==> src/rtl/intersection_sequencer_if.sv <==
// intersection_sequencer_if: timebase/request inputs and lamp/status outputs of the intersection sequencer
interface intersection_sequencer_if;
  logic tick, ew_req, ped_req;
  logic ns_red, ns_yellow, ns_green, ew_red, ew_yellow, ew_green, walk;
  logic [2:0] phase;
  modport master (
    output tick, ew_req, ped_req,
    input  ns_red, ns_yellow, ns_green, ew_red, ew_yellow, ew_green, walk, phase
  );
  modport slave (
    input  tick, ew_req, ped_req,
    output ns_red, ns_yellow, ns_green, ew_red, ew_yellow, ew_green, walk, phase
  );
endinterface

==> src/rtl/intersection_sequencer.sv <==
// intersection_sequencer: NS-resting two-road signal sequencer with tick-timed dwells
// Define PED_WALK_EN to let ped_req request EW service and drive walk during EW green.
module intersection_sequencer #(
  parameter int MIN_GREEN = 8,
  parameter int EW_GREEN  = 4,
  parameter int YELLOW    = 2,
  parameter int ALL_RED   = 1,
  parameter int CNT_W     = 4
) (
  input logic clk,
  input logic reset,
  intersection_sequencer_if.slave s
);
  typedef enum logic [2:0] {
    S_NS_GREEN  = 3'd0,
    S_NS_YELLOW = 3'd1,
    S_ALL_RED_1 = 3'd2,
    S_EW_GREEN  = 3'd3,
    S_EW_YELLOW = 3'd4,
    S_ALL_RED_2 = 3'd5
  } state_t;
  state_t state_q, state_d, next;
  logic [CNT_W-1:0] cnt_q, cnt_d, last;
  logic pending_q, pending_d, legal, req, go;
  always_comb begin
    legal = 1'b1;
    last  = '0;
    next  = S_ALL_RED_2;
    case (state_q)
      S_NS_GREEN:  begin last = CNT_W'(MIN_GREEN - 1); next = S_NS_YELLOW; end
      S_NS_YELLOW: begin last = CNT_W'(YELLOW - 1);    next = S_ALL_RED_1; end
      S_ALL_RED_1: begin last = CNT_W'(ALL_RED - 1);   next = S_EW_GREEN;  end
      S_EW_GREEN:  begin last = CNT_W'(EW_GREEN - 1);  next = S_EW_YELLOW; end
      S_EW_YELLOW: begin last = CNT_W'(YELLOW - 1);    next = S_ALL_RED_2; end
      S_ALL_RED_2: begin last = CNT_W'(ALL_RED - 1);   next = S_NS_GREEN;  end
      default:     legal = 1'b0;
    endcase
  end
`ifdef PED_WALK_EN
  assign req    = s.ew_req | s.ped_req;
  assign s.walk = state_q == S_EW_GREEN;
`else
  logic unused_ped;
  assign unused_ped = s.ped_req;
  assign req        = s.ew_req;
  assign s.walk     = 1'b0;
`endif
  // NS green holds (counter saturated) until a request is latched
  assign go = !legal || (s.tick && cnt_q == last && (state_q != S_NS_GREEN || pending_q));
  always_comb begin
    state_d   = go ? next : state_q;
    cnt_d     = go ? '0 : (s.tick && cnt_q < last) ? cnt_q + 1'b1 : cnt_q;
    pending_d = (pending_q | (req & (state_q != S_EW_GREEN))) & ~(go & (state_q == S_ALL_RED_1));
  end
  always_ff @(posedge clk or posedge reset) begin
    if (reset) begin
      state_q   <= S_ALL_RED_2;
      cnt_q     <= '0;
      pending_q <= 1'b0;
    end else begin
      state_q   <= state_d;
      cnt_q     <= cnt_d;
      pending_q <= pending_d;
    end
  end
  assign s.phase     = state_q;
  assign s.ns_green  = state_q == S_NS_GREEN;
  assign s.ns_yellow = state_q == S_NS_YELLOW;
  assign s.ns_red    = !(s.ns_green || s.ns_yellow);
  assign s.ew_green  = state_q == S_EW_GREEN;
  assign s.ew_yellow = state_q == S_EW_YELLOW;
  assign s.ew_red    = !(s.ew_green || s.ew_yellow);
endmodule

==> src/flat_wrapper.sv <==
// flat-port wrapper written by rule: the top's interface ports become plain ports
module intersection_sequencer_flat 
#(
  parameter int MIN_GREEN = 8,
  parameter int EW_GREEN  = 4,
  parameter int YELLOW    = 2,
  parameter int ALL_RED   = 1,
  parameter int CNT_W     = 4
)
  (clk, reset, s_tick, s_ew_req, s_ped_req, s_ns_red, s_ns_yellow, s_ns_green, s_ew_red, s_ew_yellow, s_ew_green, s_walk, s_phase);
  intersection_sequencer_if s_i ();
  input logic clk;
  input logic reset;
  input wire logic [$bits(s_i.tick)-1:0] s_tick;
  input wire logic [$bits(s_i.ew_req)-1:0] s_ew_req;
  input wire logic [$bits(s_i.ped_req)-1:0] s_ped_req;
  output wire logic [$bits(s_i.ns_red)-1:0] s_ns_red;
  output wire logic [$bits(s_i.ns_yellow)-1:0] s_ns_yellow;
  output wire logic [$bits(s_i.ns_green)-1:0] s_ns_green;
  output wire logic [$bits(s_i.ew_red)-1:0] s_ew_red;
  output wire logic [$bits(s_i.ew_yellow)-1:0] s_ew_yellow;
  output wire logic [$bits(s_i.ew_green)-1:0] s_ew_green;
  output wire logic [$bits(s_i.walk)-1:0] s_walk;
  output wire logic [$bits(s_i.phase)-1:0] s_phase;
  assign s_i.tick = s_tick;
  assign s_i.ew_req = s_ew_req;
  assign s_i.ped_req = s_ped_req;
  assign s_ns_red = s_i.ns_red;
  assign s_ns_yellow = s_i.ns_yellow;
  assign s_ns_green = s_i.ns_green;
  assign s_ew_red = s_i.ew_red;
  assign s_ew_yellow = s_i.ew_yellow;
  assign s_ew_green = s_i.ew_green;
  assign s_walk = s_i.walk;
  assign s_phase = s_i.phase;
  intersection_sequencer #(.MIN_GREEN(MIN_GREEN), .EW_GREEN(EW_GREEN), .YELLOW(YELLOW), .ALL_RED(ALL_RED), .CNT_W(CNT_W)) u_core (.clk(clk), .reset(reset), .s(s_i));
endmodule
==> config.mk <==
export PLATFORM = sky130hd
export DESIGN_NAME = intersection_sequencer_flat
export DESIGN_NICKNAME = d
export VERILOG_FILES = /design/src/rtl/intersection_sequencer_if.sv /design/src/rtl/intersection_sequencer.sv /design/src/flat_wrapper.sv
export SDC_FILE = /design/constraint.sdc
export NUM_CORES = 1
export LEC_CHECK = 0
export ABC_AREA = 1
export BUFFER_PORTS_ARGS = -buffer_cell sky130_fd_sc_hd__clkbuf_2
export CAP_MARGIN = 0
export CORE_AREA = 5 5 42 44
export DETAILED_ROUTE_END_ITERATION = 10
export DIE_AREA = 0 0 47 49
export GPL_ROUTABILITY_DRIVEN = 0
export PLACE_DENSITY = 0.75
export REMOVE_ABC_BUFFERS = 1
export SKIP_LAST_GASP = 1
export SYNTH_ARGS = -nofsm -noshare
export SYNTH_HDL_FRONTEND = slang
export SYNTH_SLANG_ARGS = --single-unit
==> constraint.sdc <==
create_clock -name clk -period 4.3 [get_ports clk]
set_input_delay 0.86 -clock clk [delete_from_list [all_inputs] [get_ports clk]]
set_output_delay 0.86 -clock clk [all_outputs]
set_load 0.005 [all_outputs]
After elaboration in Yosys (flattened, before gate mapping)
Cells that the tools add are included.
{ "totals": {"reg_bits": 8, "latchBits": 0, "ram_bits": 0, "romBits": 0, "in_bits": 5, "out_inout_bits": 10, "n_memories": 0} }
{ "classes": {"n_addsub": 1, "mul": 0, "div": 0, "order_cmp": 1, "n_eq_ne": 7, "shifts": 0, "n_mux": 5, "bitwise_logic": 5, "reduce_logical": 15} }
{ "ops": {"columns": ["op", "n"], "rows": [
  ["$pmux 3 s5", 1],
  ["$pmux 3 s3", 1],
  ["$mux 4", 2],
  ["$eq 3x2->1 const B", 2],
  ["$eq 3x3->1 const B", 2],
  ["$reduce_or 6->1", 1],
  ["$add 4x1->4 const B", 1],
  ["$eq 4x3->1", 1],
  ["$logic_or 1x1->1", 4],
  ["$lt 4x3->1", 1],
  ["$and 1x1->1", 3],
  ["$eq 3x1->1 const B", 1],
  ["$logic_and 1x1->1", 3],
  ["$logic_not 1->1", 3],
  ["$logic_not 3->1", 1],
  ["$ne 3x2->1 const B", 1],
  ["$reduce_bool 3->1", 1],
  ["$reduce_bool 2->1", 1],
  ["$reduce_or 2->1", 1],
  ["$mux 1", 1],
  ["$not 1->1", 1],
  ["$or 1x1->1", 1]
]} }

Depth between registers and ports, before layout
Gate-level depths: netlist of the first run.
{ "depth": {"ltp_word": 10, "depth_mapped": 14} }

Worst setup path after synthesis of the first run
OpenSTA, ideal clock, no wires.
{ "synth_timing": {"path_type": "reg-to-output", "startpoint": "reg (tool-made name)", "endpoint": "out s_ew_red", "arrival_time_ns": 0.966, "t_required_ns": 3.440, "setup_slack_ns": 2.474, "stages_incl_launch_ff": 7, "cell_sequence": "dfstp_2 -> inv_1 -> nand2_2 -> nor2_4 -> inv_2 -> o21ai_0 -> inv_1"} }
{ "synth_lines": {"columns": ["item", "line", "text"], "rows": [
  ["end, declared", "flat_wrapper.sv:20", "output wire logic [$bits(s_i.ew_red)-1:0] s_ew_red;"]
]} }

==> results of run 1 <==
[per-layer routing]
layer,up-vias,part of all wire
met5,-,0
met4,0,0
met3,0,0.038
met2,7,0.51
met1,232,0.45
li1,290,-
[cells in the final DEF (no fill, tap or decap), drive strengths merged]
cell type and count:
dfrtp 6, nor2 10, conb 1, nand3 8, nand4 1, dfstp 2, clkbuf 16, a21oi 2
nand2 26, o21ai 6, ha 4, inv 19
[final timing paths]
kind	slack, ns	depth (start not counted)	to	from
worst max-delay path	2.06	7	s_ew_red	register
worst min-delay path	0.48	2	register	register
worst max register to register	2.41	13	u_core.cnt_q[2]$_DFFE_PP0P_	u_core.s.phase[0]$_DFFE_PP1N_
worst min register to register	0.48	2	register	register
max in group asynchronous	3.49	2	u_core.s.phase[0]$_DFFE_PP1N_	reset
min in group asynchronous	0.53	2	u_core.cnt_q[0]$_DFFE_PP0P_	reset
[power groups by stage]
stage	Clock [mW]	Sequential, mW	Combinational [mW]
finish	0.0581	0.149	0.308
CTS	0.0615	0.149	0.314
global placement	0	0.149	0.302
detailed placement	0	0.150	0.313
floorplan	0	0.143	0.232
global route	0.0668	0.156	0.367
[worst reg2reg max path, delay by kind of cell, from the launching register on]
family | cells | cell delay, ns
flip-flops | 1 | 0.61
buffers and inverters | 3 | 0.14
adder cells (fa/ha/maj) | 1 | 0.27
AND/OR/NAND/NOR | 9 | 0.83
[per-stage QoR]
step,area [um2],instances
after detailed placement,661.9,113
final,688.2,117
after global routing,688.2,117
after floorplan,581.8,85
after global placement,661.9,113
after CTS,688.2,117
[cells by family after synthesis]
logic type      Yosys count
simple gates             45
buf+inv                  20
compound gates            8
flops                     8
fa+ha+maj                 4
other cells               1
[cell type report]
| cell class | instances | area share |
|---|---|---|
| sequential | 8 | 0.2945 |
| inverter | 19 | 0.1036 |
| multi-input combinational | 58 | 0.4473 |
| tap | 16 | 0.02909 |
| clock buffer | 4 | 0.03818 |
| timing repair buffer | 12 | 0.08727 |
==> flow_summary.ini, run 1 <==
[clocking]
h-tree-depth = 1
clockBufferDepth = 2
cts_tree = built
cts.clk_slew.worst_paths_ns = 0.05
ctsResizeCount = 0
cts_setup_buffers = 0
cts-root-buf = clkbuf_4
cts_made_buffers = 3
clkSinkCount = 8
clk_latency_ns = 0.25
cts_hold_buffers = 0

[critical_path]
cp.buffers_inverters = 4
cpMaxStageDelayCell = dfstp_2
cp.arrival_ns = 1.38
cp-end-kind = primary output
path_class = reg -> out
cpMostUsedCell = inv_1
critPathRequiredTime_ns = 3.44
critPathMaxStageDelay_ns = 0.55
cp_top_family = flip-flops
crit_path_max_fanout = 7
cp_cell_sequence = inv_1 -> nand2_2 -> nor2_4 -> inv_2 -> o21ai_0 -> inv_1 -> clkbuf_2
cp-start-kind = register

[grt]
grt_use_met1 = 0.1445
antenna_found_initial = 0
busiest_layer = met2
grt_usage = 0.1151
grt_pass1_vias = 515
overflow = 0
grt_util_met2 = 0.1878
met3_usage = 0.02214
grt_max_degree = 11
grt_pass1_wl_um = 2021

[logic_synthesis]
muxShareOfSynthArea = 0
yosys-top-cells-area = dfrtp_1 (25%), nand2_1 (15%), inv_1 (9.6%)
synth-simple-area-share = 0.3631
synth-xor-area-share = 0
synth_fa_ha_area_frac = 0.08493
synthArstFlopShare = 1.000
yosys-top-cells-count = nand2_1 (23), inv_1 (15), nand3_1 (7)
ys_ff_latch = 8
synth_edf_count = 0
synth_top_area_frac = 0.2548
ys_warn_count = 0
syn_inst = 86
syn-cell-area_um2 = 589.3
synth_most_common_cell = nand2_1
synth_top_area_cell = dfrtp_1
synth_compound_area_frac = 0.06794
synth_ff_type = dfrtp_1
yosysSeqAreaShare = 0.3439
synth_cell_types = 19
syn-mean-instance-area_um2 = 6.853
synth_top_family_by_area = simple AND/OR/NAND/NOR gates

[route]
drt-pass1-iter-count = 3
viasPerCell = 4.521
wirelength_um = 1057
route.vias.total = 529
wl_per_cell_um = 9.034
remaining_drc_errors = 0
drtIter0Drc = 6
ant_nets = 0

[floorplanning]
io_pins = 15
num_rows = 14
die_w_um = 47
die_area_um2 = 2303
core_um2 = 1401
initial_core_util = 0.4205
die_height_um = 49

[power_and_ir_drop]
ir_drop_v = 0.0003681
power_density_nw_per_um2 = 749.4
power_uw = 515.7
p_leak_nw = 0.3823
intPower_uw = 266.4
p_comb_frac = 0.598
pwr-share-clk = 0.113
p_sw_uw = 249.3
p_sw_frac = 0.4834
seq_power_share = 0.289

[sta]
finalWorstPathRequiredPeriod_ns = 2.239
slew_viol_final = 0
finalWorstSetupSlack_ns = 2.061
fmax_mhz = 446.6
fin_skew_ns = 0.002474
final.setup.tns_ns = 0
setup_violations = 0
final_hold_viol_count = 0
fin_hold_ws_ns = 0.4790
grt_setup_unrepaired = no
period_share = 0.5207

[place]
post-place-ws_ns = 2.324
port_buffers = 12
dpl.hpwl_um = 928.3

[layout]
postLayoutCoreUtil = 0.4911
multi_input_area_um2 = 307.8
drive_gt1_frac = 0.2871
regArea_um2 = 202.7
final_nets = 111
antenna_cells = 0
syn2layout_area_growth_pct = 16.77
fill_cells = 142

[run_status]
status = finished clean

[job]
cap_violations = 0

[worst_hold_path]
hold_class = reg -> reg
Note: power is estimated with default switching activity, not from simulation.
==> run 2, diff against run 1 <==
--- a/config.mk
+++ b/config.mk
@@ -5,14 +5,14 @@
 export SDC_FILE = /design/constraint.sdc
 export NUM_CORES = 1
 export LEC_CHECK = 0
-export ABC_AREA = 1
+export ABC_AREA = 0
 export BUFFER_PORTS_ARGS = -buffer_cell sky130_fd_sc_hd__clkbuf_2
 export CAP_MARGIN = 0
 export CORE_AREA = 5 5 42 44
 export DETAILED_ROUTE_END_ITERATION = 10
 export DIE_AREA = 0 0 47 49
 export GPL_ROUTABILITY_DRIVEN = 0
-export PLACE_DENSITY = 0.75
+export PLACE_DENSITY = 0.72
 export REMOVE_ABC_BUFFERS = 1
 export SKIP_LAST_GASP = 1
 export SYNTH_ARGS = -nofsm -noshare
==> constraint.sdc (replaced) <==
create_clock -name clk -period 2.06 [get_ports clk]
set_input_delay 0.412 -clock clk [delete_from_list [all_inputs] [get_ports clk]]
set_output_delay 0.412 -clock clk [all_outputs]
set_load 0.005 [all_outputs]
==> flow_summary.ini, run 2 <==
[power_and_ir_drop]
power_uw = 291.3
p_comb_frac = 0.032
seq_power_share = 0.541
p_leak_nw = 0.3774
ir_drop_v = 0.0004241
p_sw_frac = 0.1940
p_sw_uw = 56.52
pwr-share-clk = 0.428
power_density_nw_per_um2 = 370.1
intPower_uw = 234.8

[job]
cap_violations = 0

[grt]
grt_pass1_vias = 530
antenna_found_initial = 0
grt_max_degree = 9
overflow = 0
grt_pass1_wl_um = 2228
grt_usage = 0.1301

[route]
viasPerCell = 5.349
route.vias.total = 567
wirelength_um = 1332
wl_per_cell_um = 12.57
drtIter0Drc = 9
drt-pass1-iter-count = 4
ant_nets = 0
remaining_drc_errors = 0

[logic_synthesis]
ys_ff_latch = 8
synth_edf_count = 0
synth_top_area_cell = dfrtp_1
syn-mean-instance-area_um2 = 8.485
synth_cell_types = 27
yosysSeqAreaShare = 0.3733
synthArstFlopShare = 1.000
syn_inst = 64
ys_warn_count = 0
synth_ff_type = dfrtp_1
syn-cell-area_um2 = 543.0
yosys-top-cells-count = dfrtp_1 (6), inv_1 (6), nor2_1 (6)
yosys-top-cells-area = dfrtp_1 (28%), dfstp_2 (9.7%), ha_1 (9.2%)
synth_top_area_frac = 0.2765

[sta]
final_hold_viol_count = 0
grt_setup_unrepaired = no
period_share = 0.9522
setup_violations = 0
fmax_mhz = 509.8
slew_viol_final = 0
finalWorstPathRequiredPeriod_ns = 1.962
fin_skew_ns = 0.01123

[run_status]
status = finished clean

[floorplanning]
io_pins = 15
core_um2 = 1401
initial_core_util = 0.3875
die_height_um = 49
die_w_um = 47
die_area_um2 = 2303
num_rows = 14

[clocking]
cts-root-buf = clkbuf_4
clkSinkCount = 8
cts_made_buffers = 3
cts_tree = built
h-tree-depth = 1
cts.clk_slew.worst_paths_ns = 0.06
clockBufferDepth = 2
clk_latency_ns = 0.25

[critical_path]
cpMostUsedCell = and3_4
cpMaxStageDelayCell = dfstp_2
critPathRequiredTime_ns = 2.19
cp-end-kind = register
cp.buffers_inverters = 2
cp_cell_sequence = buf_6 -> and3_4 -> nor2_4 -> ha_4 -> and3_4 -> buf_4 -> nand3_1 -> xnor2_1 -> nor2_1
path_class = reg -> reg
crit_path_max_fanout = 4
critPathMaxStageDelay_ns = 0.56
cp_top_family = simple AND/OR/NAND/NOR gates
cp.arrival_ns = 2.09
cp-start-kind = register

[layout]
final_nets = 100
layout_commonest_cell = clkbuf_2
syn2layout_area_growth_pct = 44.93
final_cell_mix = clkbuf_2 (12), buf_4 (10), dfrtp_1 (6)
drive_gt1_frac = 0.4556
antenna_cells = 0
fin_area_um2 = 787.0
postLayoutCoreUtil = 0.5616
fill_cells = 134

[place]
dpl_cell_area_um2 = 693.2
dpl.hpwl_um = 992.4
port_buffers = 12

[worst_hold_path]
hold_class = in -> async
-- run 2: logic make-up (layout without fill, tap and decap cells) --
kind of cell | count (synthesis) | in the layout | synth area share
simple gates | 25 | 25 | 0.2443
flops | 8 | 8 | 0.3733
other cells | 1 | 1 | 0.006906
xor+xnor | 1 | 1 | 0.01613
buf+inv | 8 | 34 | 0.06451
mux | 2 | 2 | 0.03687
compound gates | 15 | 15 | 0.1659
fa+ha+maj | 4 | 4 | 0.09217
-- run 2: timing repair --
| item | 4_1_cts | 5_1_grt |
|---|---|---|
| endpoints found under the hold margin | 0 | 0 |
| buffers inserted | 0 | 1 |
| gates resized for setup | 5 | 11 |
| setup endpoints to repair | 7 | 7 |
| pin swaps | 0 | 5 |
| hold buffers | 0 | 0 |
-- run 2: area by class of cell --
class	instances	area, um2	area share
multi-input cells	48	357.8	0.4547
flip-flops and latches	8	202.7	0.2576
repair buffers	24	157.7	0.2003
clock buffers	4	26.28	0.03339
inverters	6	22.52	0.02862
well taps	16	20.02	0.02544
-- run 2: power groups by stage --
stage          registers (mW)  logic, mW  clock network (mW)
4_1_cts                 0.157    0.00875               0.131
5_1_grt                 0.157     0.0107               0.144
3_5_place_dp            0.160    0.00852                   0
6_report                0.158    0.00922               0.125
2_1_floorplan           0.160    0.00478                   0
3_3_place_gp            0.160    0.00837                   0
-- run 2: layer usage --
| metal | share of wire | global-route usage | up-vias |
|---|---|---|---|
| li1 | - | - | 276 |
| met1 | 0.38 | 0.1471 | 269 |
| met2 | 0.55 | 0.2195 | 20 |
| met3 | 0.071 | 0.05904 | 2 |
| met4 | 0.0060 | 0.02304 | 0 |
| met5 | 0 | 0 | - |
-- run 2: through the flow --
| step | worst slack (ns) | hold WS (ns) | std cells | TNS [ns] |
|---|---|---|---|---|
| 6_report | 0.09849 | 0.06490 | 106 | 0 |
| 5_1_grt | 0.01289 | 0.07034 | 106 | 0 |
| 4_1_cts | 0.004061 | 0.06486 | 105 | 0 |
| 3_5_place_dp | -0.04063 | 0.3430 | 101 | -0.04991 |
| 3_3_place_gp | -0.007714 | 0.3429 | 101 | -0.007714 |
| 2_1_floorplan | -0.09514 | 0.2262 | 62 | -0.1485 |
-- run 2: final timing paths --
check	start	end	slack, ns	depth (start not counted)
min in group clk	s_ew_req	u_core.pending_q$_DFF_PP0_	0.41	3
max reg2reg	u_core.s.phase[0]$_DFFE_PP1N_	u_core.s.phase[1]$_DFFE_PP0N_	0.1	9
max in group asynchronous	reset	u_core.s.phase[0]$_DFFE_PP1N_	1.71	2
max	u_core.s.phase[0]$_DFFE_PP1N_	u_core.s.phase[1]$_DFFE_PP0N_	0.1	9
min	reset	u_core.cnt_q[2]$_DFFE_PP0P_	0.06	2
min reg2reg	u_core.cnt_q[3]$_DFFE_PP0P_	u_core.cnt_q[3]$_DFFE_PP0P_	0.53	2
